$ cat src/rtl/alu_pkg.sv
// ============================================================================
// Package : alu_pkg
// Brief   : ALU op codes, RV32I OP/OP-IMM constants, decoded bundle type and
//           the pure decode function shared by the issue stage and the ALU.
// Rev     : 1.0
// ============================================================================
`default_nettype none

package alu_pkg;

    typedef enum logic [3:0] {
        ALU_ADD  = 4'b0000,
        ALU_SUB  = 4'b0001,
        ALU_SLL  = 4'b0010,
        ALU_SLT  = 4'b0011,
        ALU_SLTU = 4'b0100,
        ALU_XOR  = 4'b0101,
        ALU_SRL  = 4'b0110,
        ALU_SRA  = 4'b0111,
        ALU_OR   = 4'b1000,
        ALU_AND  = 4'b1001
    } alu_op_e;

    localparam logic [6:0] OPC_OP      = 7'b0110011;
    localparam logic [6:0] OPC_OP_IMM  = 7'b0010011;
    localparam logic [6:0] FUNCT7_BASE = 7'b0000000;
    localparam logic [6:0] FUNCT7_ALT  = 7'b0100000;

    typedef struct packed {
        alu_op_e     op;
        logic [4:0]  rs1;
        logic [4:0]  rs2;
        logic [4:0]  rd;
        logic [31:0] imm;
        logic        use_imm;
        logic        illegal;
    } dec_bundle_t;

    // alt selects SUB / SRA where funct3 allows it
    function automatic alu_op_e funct3_to_op(input logic [2:0] funct3, input logic alt);
        alu_op_e op;
        case (funct3)
            3'b000:  op = alt ? ALU_SUB : ALU_ADD;
            3'b001:  op = ALU_SLL;
            3'b010:  op = ALU_SLT;
            3'b011:  op = ALU_SLTU;
            3'b100:  op = ALU_XOR;
            3'b101:  op = alt ? ALU_SRA : ALU_SRL;
            3'b110:  op = ALU_OR;
            default: op = ALU_AND;
        endcase
        return op;
    endfunction

    function automatic dec_bundle_t alu_decode_fn(input logic [31:0] instr);
        dec_bundle_t d;
        logic [2:0]  funct3;
        logic [6:0]  funct7;
        logic        bad;
        funct3    = instr[14:12];
        funct7    = instr[31:25];
        bad       = 1'b0;
        d.op      = ALU_ADD;
        d.rs1     = instr[19:15];
        d.rs2     = instr[24:20];
        d.rd      = instr[11:7];
        d.imm     = '0;
        d.use_imm = 1'b0;
        d.illegal = 1'b0;
        case (instr[6:0])
            OPC_OP: begin
                bad  = !((funct7 == FUNCT7_BASE) ||
                         ((funct7 == FUNCT7_ALT) && ((funct3 == 3'b000) || (funct3 == 3'b101))));
                d.op = funct3_to_op(funct3, funct7[5]);
            end
            OPC_OP_IMM: begin
                d.use_imm = 1'b1;
                d.rs2     = '0;
                d.imm     = {{20{instr[31]}}, instr[31:20]};
                d.op      = funct3_to_op(funct3, (funct3 == 3'b101) && funct7[5]);
                if (funct3 == 3'b001) begin
                    bad   = (funct7 != FUNCT7_BASE);
                    d.imm = {27'd0, instr[24:20]};
                end else if (funct3 == 3'b101) begin
                    bad   = !((funct7 == FUNCT7_BASE) || (funct7 == FUNCT7_ALT));
                    d.imm = {27'd0, instr[24:20]};
                end
            end
            default: bad = 1'b1;
        endcase
        // Illegal words still carry their raw register fields downstream
        if (bad) begin
            d.op      = ALU_ADD;
            d.rs2     = instr[24:20];
            d.imm     = '0;
            d.use_imm = 1'b0;
            d.illegal = 1'b1;
        end
        return d;
    endfunction

endpackage

`default_nettype wire

$ cat src/rtl/skid_buffer.sv
// ============================================================================
// Module : skid_buffer
// Brief  : 2-entry elastic buffer (output register + skid register) with a
//          valid/ready handshake; upstream ready depends only on local state.
// Rev    : 1.0
// ============================================================================
`default_nettype none

module skid_buffer #(
    parameter int WIDTH = 8
) (
    input  logic             clk,
    input  logic             rst_n,
    input  logic             in_valid,
    output logic             in_ready,
    input  logic [WIDTH-1:0] in_data,
    output logic             out_valid,
    input  logic             out_ready,
    output logic [WIDTH-1:0] out_data
);

    logic             r_out_valid;
    logic [WIDTH-1:0] r_out_data;
    logic             r_skid_valid;
    logic [WIDTH-1:0] r_skid_data;
    logic             w_in_fire;
    logic             w_out_load;

    assign in_ready   = ~r_skid_valid;
    assign out_valid  = r_out_valid;
    assign out_data   = r_out_data;
    assign w_in_fire  = in_valid & ~r_skid_valid;
    // Output register may take new data when empty or being consumed this edge
    assign w_out_load = ~r_out_valid | out_ready;

    always_ff @(posedge clk or negedge rst_n) begin
        if (!rst_n) begin
            r_out_valid  <= 1'b0;
            r_out_data   <= '0;
            r_skid_valid <= 1'b0;
            r_skid_data  <= '0;
        end else if (w_out_load) begin
            if (r_skid_valid) begin
                r_out_data   <= r_skid_data;
                r_out_valid  <= 1'b1;
                r_skid_valid <= 1'b0;
            end else if (w_in_fire) begin
                r_out_data  <= in_data;
                r_out_valid <= 1'b1;
            end else begin
                r_out_valid <= 1'b0;
            end
        end else if (w_in_fire) begin
            r_skid_data  <= in_data;
            r_skid_valid <= 1'b1;
        end
    end

endmodule

`default_nettype wire

$ cat src/rtl/alu_issue_decoder.sv
// ============================================================================
// Module : alu_issue_decoder
// Brief  : Decodes RV32I OP/OP-IMM words into ALU bundles and issues them
//          through a back-pressurable elastic buffer; counts illegal words.
// Rev    : 1.0
// ============================================================================
`default_nettype none

module alu_issue_decoder
    import alu_pkg::*;
(
    input  logic        clk,
    input  logic        rst_n,
    input  logic        instr_valid,
    input  logic [31:0] instr,
    output logic        instr_ready,
    output logic        dec_valid,
    input  logic        dec_ready,
    output logic [3:0]  dec_op,
    output logic [4:0]  dec_rs1,
    output logic [4:0]  dec_rs2,
    output logic [4:0]  dec_rd,
    output logic [31:0] dec_imm,
    output logic        dec_use_imm,
    output logic        dec_illegal,
    output logic [15:0] illegal_count
);

    localparam int          C_BUNDLE_W = $bits(dec_bundle_t);
    localparam logic [15:0] C_CNT_MAX  = 16'hFFFF;

    dec_bundle_t            w_dec;
    dec_bundle_t            w_out;
    logic [C_BUNDLE_W-1:0]  w_out_bits;
    logic                   w_in_ready;
    logic                   w_in_fire;
    logic [15:0]            r_illegal_count;

    assign w_dec     = alu_decode_fn(instr);
    assign w_in_fire = instr_valid & w_in_ready;

    skid_buffer #(
        .WIDTH (C_BUNDLE_W)
    ) u_skid_buffer (
        .clk       (clk),
        .rst_n     (rst_n),
        .in_valid  (instr_valid),
        .in_ready  (w_in_ready),
        .in_data   (w_dec),
        .out_valid (dec_valid),
        .out_ready (dec_ready),
        .out_data  (w_out_bits)
    );

    assign w_out = dec_bundle_t'(w_out_bits);

    always_ff @(posedge clk or negedge rst_n) begin
        if (!rst_n) begin
            r_illegal_count <= '0;
        end else if (w_in_fire && w_dec.illegal && (r_illegal_count != C_CNT_MAX)) begin
            r_illegal_count <= r_illegal_count + 16'd1;
        end
    end

    assign instr_ready   = w_in_ready;
    assign dec_op        = w_out.op;
    assign dec_rs1       = w_out.rs1;
    assign dec_rs2       = w_out.rs2;
    assign dec_rd        = w_out.rd;
    assign dec_imm       = w_out.imm;
    assign dec_use_imm   = w_out.use_imm;
    assign dec_illegal   = w_out.illegal;
    assign illegal_count = r_illegal_count;

endmodule

`default_nettype wire

$ cat config.mk
export PLATFORM = sky130hd
export DESIGN_NAME = alu_issue_decoder
export DESIGN_NICKNAME = d
export VERILOG_FILES = /design/src/rtl/alu_pkg.sv /design/src/rtl/skid_buffer.sv /design/src/rtl/alu_issue_decoder.sv
export SDC_FILE = /design/constraint.sdc
export NUM_CORES = 1
export LEC_CHECK = 0
export BUFFER_PORTS_ARGS = -buffer_cell sky130_fd_sc_hd__buf_4
export CELL_PAD_IN_SITES_DETAIL_PLACEMENT = 1
export CELL_PAD_IN_SITES_GLOBAL_PLACEMENT = 1
export CORE_ASPECT_RATIO = 0.8
export CORE_MARGIN = 3
export CORE_UTILIZATION = 36
export DETAILED_ROUTE_END_ITERATION = 12
export PLACE_DENSITY_LB_ADDON = 0.1
export SLEW_MARGIN = 20
export SYNTH_ARGS = -nofsm -noshare
export SYNTH_HDL_FRONTEND = slang
export SYNTH_SLANG_ARGS = --single-unit
$ cat constraint.sdc
create_clock -name clk -period 1.9 [get_ports clk]
set_input_delay 0.38 -clock clk [delete_from_list [all_inputs] [get_ports clk]]
set_output_delay 0.38 -clock clk [all_outputs]
set_load 0.05 [all_outputs]
# Word-level counts from Yosys, hierarchy flattened
# Index checks and enable logic that the tools add are counted.
# op_classes
addsub	1
eq_ne	10
n_mux	23
n_bitwise	5
reduce_logical	16
# op_table
operator	count
$mux 53	2
$mux 32	2
$pmux 4 s7	2
$mux 34	1
$mux 33	1
$add 16x1->16 const B	1
$ne 16x16->1 const B	1
$eq 7x6->1 const B	2
$mux 1	10
$mux 5	2
$eq 3x3->1 const B	3
$pmux 4 s2	1
$eq 7x5->1 const B	1
$logic_not 7->1	1
$reduce_bool 7->1	1
$eq 3x2->1 const B	2
$logic_and 1x1->1	4
$mux 4	1
$reduce_and 2->1	2
$reduce_bool 2->1	2
$eq 3x1->1 const B	1
$logic_not 3->1	1
$logic_or 1x1->1	3
$not 1->1	3
other kinds (4)	5
# totals
ff_bits	124
inputBits	36
out_inout_bits	71
elab_cells	60

# Logic depth before layout (Yosys ltp)
# logic_depth
word_depth	9
depth_mapped	7
mapped_depth_nobuf	6

# By module
# From an unflattened synthesis, not the netlist that was laid out.
# hier_totals
hier_cells	414
area_unflattened_um2	6251.0
# modules_own_cells
module	n_inst	cells_per_inst	area_per_inst_um2	seq_area_each_um2
skid_buffer	1	292	5143.7	2702.6
alu_issue_decoder	1	122	1107.3	400.4

# Least setup slack after synthesis
# No wires, ideal clock.
# synth_path
kind	register to register
from	reg r_illegal_count[0], in the netlist illegal_count[0]
to	reg r_illegal_count[1], in the netlist illegal_count[1]
setup_time_ps	125
arrival_ps	2099
path_slack_ps	-323
path_stages_with_launch	7
path_buffers	0
synth_period_minus_slack_ps	2223
path_cell_list	dfrtp_1 ha_1 nand3_1 nor4_1 nor2_1 nand2_1 mux2_2
# synth_via
elab_chain_cells	2
word_cells_on_any_way	3
cone_classes	add/sub: 1; eq/ne: 1; reduce/logical: 1
# synth_rtl
element	line_no	text
from (decl)	alu_issue_decoder.sv:37	logic [15:0] r_illegal_count;
from (signal assigned)	alu_issue_decoder.sv:61	r_illegal_count <= r_illegal_count + 16'd1;
branches (longest 2 deep; another with $add 16x1->16)	n/a	
# Several ways; the timed one is not identified.
# A chain may end at the register's enable or synchronous reset.

# Final worst setup path
# layout_path
from	in instr[31]
to	reg u_skid_buffer.r_out_data[49], in the netlist u_skid_buffer.out_data[49]
# layout_via
elab_chain_cells	9
word_cells_on_any_way	14
cone_classes	eq/ne: 1; mux: 6; reduce/logical: 7
# layout_rtl
element	line_no	text
from (decl)	alu_issue_decoder.sv:15	input logic [31:0] instr,
$eq 7x6->1 / $logic_not 7->1 (equally long branches)	alu_pkg.sv:73, alu_pkg.sv:85, alu_pkg.sv:72	
$logic_or 1x1->1	alu_pkg.sv:85	bad = !((funct7 == FUNCT7_BASE) || (funct7 == FUNCT7_ALT));
$logic_not 1->1	alu_pkg.sv:85	
$mux 1	alu_pkg.sv:84	end else if (funct3 == 3'b101) begin
$mux 1	alu_pkg.sv:81	if (funct3 == 3'b001) begin
$pmux 1 s2 (*)	alu_pkg.sv:70	case (instr[6:0])
$mux 4 (*)	alu_pkg.sv:92	if (bad) begin
$mux 53 (*)	skid_buffer.sv:47	end else if (w_in_fire) begin
$mux 53 (*)	skid_buffer.sv:43	if (r_skid_valid) begin
to (signal assigned)	skid_buffer.sv:44	r_out_data <= r_skid_data;
to (signal assigned)	skid_buffer.sv:48	r_out_data <= in_data;
to (decl)	skid_buffer.sv:23	logic [WIDTH-1:0] r_out_data;
# Mark *: on every way between the ends. The rest lies on a longest branch, timed or not. The select of a mux whose other input is x is not followed.

==> metrics.md <==
| Metric | Value |
|---|---|
| Status | finished clean |
| Peak supply drop | 0.564 mV |
| Mux contribution to synthesized area | 5.90% |
| Routed wire length | 11100 microns |
| Starting DRT DRC Count | 167 |
| FFs w/ async S/R, synth | 100% |
| FMAX | 540 MHz |
| Post-synthesis compound-gate area fraction | 13.2% |
| Final setup fails | 0 |
| Number of synthesized register bits | 84 |
| Max FO, Critical Path | 4 |
| Largest family of logic cells by synthesized area | simple AND/OR/NAND/NOR gates |
| ANT cells | 0 |
| Slew @ Worst Pin | 0.584 ns |
| CP arrival | 2.12 ns |
| Die height | 99.9 microns |
| Synth Area in XOR/XNOR | 3.53% |
| Switching pwr | 2.19 mW |
| Vias in the first global route | 3417 |
| Final TNS setup | 0 ns |
| Post-Syn Area | 3970 sq um |
| NumNets Final | 541 |
| Clock Sinks | 84 |
| CTS tree | done |
| Syn nets | 434 |
| Clock share of power | 29.9% |
| Clock latency on the worst-skew pair | 0.34 ns |
| Global Route Usage Sum | 18.6% |
| Most used DFF post-synth | dfrtp_1 |
| Chip width | 123 microns |
| Proportion of power drawn by combinational gates | 33.0% |
| Final setup skew | 0.00582 ns |
| Sequential share of power | 37.1% |
| Critical Path RT | 2.16 ns |
| Final Max Slew Viols | 0 |
| # port buffers | 106 |
| Hpwl dp | 7920 microns |
| Ports | 107 |
| Via density | 5.11 |
| Clock transition at path regs | 0.06 ns |
| H-tree Lvls | 3 |
| Mean area per synthesized cell | 9.99 sq um |
| Crit Path Class | in -> reg |
| Unrepaired setup endpoints after global routing | false |
| LEAKAGE | 2.52 nW |
| Initial antenna violation count | 0 |
| CTS Buf Count | 9 |
| Initial Utilization | 37.8% |
| Unique cell type count in the Yosys netlist | 43 |
| Commonest non-fill, non-tap cell in the layout | buf_4 |
| Post-Synth Adder-Cell Area | 0.315% |
| Register area share after synthesis | 53.0% |
| Max cap viols | 0 |
| Element type at the critical path end | flop |
| Synth top area share | 53.0% |
| Slew margin rel. | 61.1% |
| Initial DRT Pass Iterations | 4 |
| Layout overhead on the synthesized area | 35.0% |
| Root Buffer | clkbuf_16 |
| Final Wtd Congestion | 0.798 |
| Total grt overflow | 0 |
| Syn. warnings | 0 |
| Hold Violations, Final | 0 |
| Simple-Gate Fraction of Synth Area | 17.9% |
| Dominant cell type by area after synthesis | dfrtp_1 |
| Die ar. | 12300 sq um |
| Core area | 10500 sq um |
| Bufs on Longest Clock Path | 2 |
| # rows | 33 |
| ANT nets after route | 0 |
| Worst hold path class | in -> async |
| Share of cells above drive strength 1 | 37.5% |
| Number of synthesized flops with an enable pin | 0 |
| First-pass GRT wire length | 17800 microns |
| Cts hold-fix bufs | 0 |
| Post-Route Utilization | 51.1% |
| DRC viols | 0 |
| Internal power | 3.78 mW |
| Post-Synthesis Cells | 397 |
| Crit start category | primary input |
| Commonest non-fill, non-tap cells in the layout | 133 x buf_4, 69 x dfrtp_1, 68 x nand2_1, 30 x o21ai_0, 19 x a21oi_1 |
| Fin crit period | 1.85 ns |
| Via count | 3315 |
| Largest net degree at the start of global routing | 57 |
| Crit share post-route | 97.4% |
| Fillers | 1199 |
| DR WL/cell | 17.0 microns |
| Switching share of power | 36.7% |
| Total power divided by cell area | 1120 nW/um^2 |
| Area contributors post-synth | dfrtp_1 53%, nand2_1 6.5%, buf_4 3.8% |
registers in the layout, summed over array words and instances, names as in the netlist:
signal / cells
u_skid_buffer.out_data: 33
u_skid_buffer.r_skid_data: 33
illegal_count: 16
u_skid_buffer.out_valid: 1
u_skid_buffer.r_skid_valid: 1
cells in the mapped netlist, types with 5 or more instances:
cell,number
a21oi_1,19
and3_1,18
buf_4,20
clkbuf_1,17
dfrtp_1,84
mux2_2,11
mux2i_1,11
nand2_1,69
nand3_1,10
nand4_1,7
nor2_1,9
nor4_1,5
o211ai_1,8
o21a_1,7
o21ai_0,30
o21ai_1,19
xnor2_1,8
xor2_1,8
final cells by class:
class,count,area [sq um],share of cell area (%)
clock buffer,12,256,4.79
inverter,4,18.8,0.350
sequential,84,2120,39.6
multi-input combinational,269,1680,31.3
timing repair buffer,136,1060,19.8
clock inverter,4,47.5,0.888
tap,140,175,3.27
repair_timing:
action / CTS / global route
gates resized for setup: 0 / 3
setup endpoints to repair: 0 / 5
setup buffers: 0 / 1
path summary, 6_finish.rpt:
check	slack, ns	end	depth (start not counted)	start
max in group asynchronous	1.32	illegal_count[6]$_DFFE_PN0P_	2	rst_n
setup reg to reg	0.11	illegal_count[8]$_DFFE_PN0P_	7	illegal_count[0]$_DFFE_PN0P_
hold / removal	0.01	u_skid_buffer.out_data[38]$_DFFE_PN0P_	1	rst_n
min in group clk	0.28	u_skid_buffer.r_skid_data[34]$_DFFE_PN0P_	2	instr[7]
hold reg to reg	0.48	u_skid_buffer.out_data[46]$_DFFE_PN0P_	2	u_skid_buffer.out_data[46]$_DFFE_PN0P_
setup / recovery	0.05	u_skid_buffer.out_data[49]$_DFFE_PN0P_	6	instr[31]
through the flow:
| step | total power, mW | hold slack, ns | setup slack [ns] | std cells | cell area (sq um) |
|---|---|---|---|---|---|
| finish | 5.98 | 0.0124 | 0.0485 | 649 | 5360 |
| detailed placement | 4.24 | 0.383 | -0.303 | 632 | 5030 |
| floorplan | 3.57 | 0.0844 | -0.0879 | 397 | 4030 |
| global placement | 4.19 | 0.383 | -0.263 | 632 | 5030 |
| global route | 6.27 | 0.0342 | 0.00455 | 649 | 5360 |
| CTS | 6.05 | 0.0165 | 0.0579 | 648 | 5330 |
critical path, stage by stage:
cell	delay [ns]
buf_4	0.11
or4_4	0.57
o32ai_4	0.35
nand3_4	0.13
or4_1	0.44
a21oi_1	0.14
power groups by stage:
stage	Combinational [mW]	Clock [mW]	Sequential, mW
3_5_place_dp	1.99	0	2.25
2_1_floorplan	0.755	0	2.81
4_1_cts	2.00	1.83	2.22
3_3_place_gp	1.96	0	2.23
5_1_grt	2.11	1.91	2.25
6_report	1.97	1.78	2.22
routing by layer:
layer  vias up  GRT usage [%]  routed length (microns)
li1       1579              -                        -
met1      1644           25.6                     5280
met2        83           29.2                     5100
met3         9           4.51                      560
met4         0           5.70                      120
met5         -              0                        0
cell families (layout without fill, tap and decap cells):
logic type               after synthesis  count (layout)
multiplexers                          22              22
buffers and inverters                 44             156
flip-flops                            84              84
adder cells (fa/ha/maj)                1               1
AND/OR/NAND/NOR                      141             141
AO/OA/AOI/OAI                         89              89
XOR/XNOR                              16              16
(Power assumes the default switching activity.)
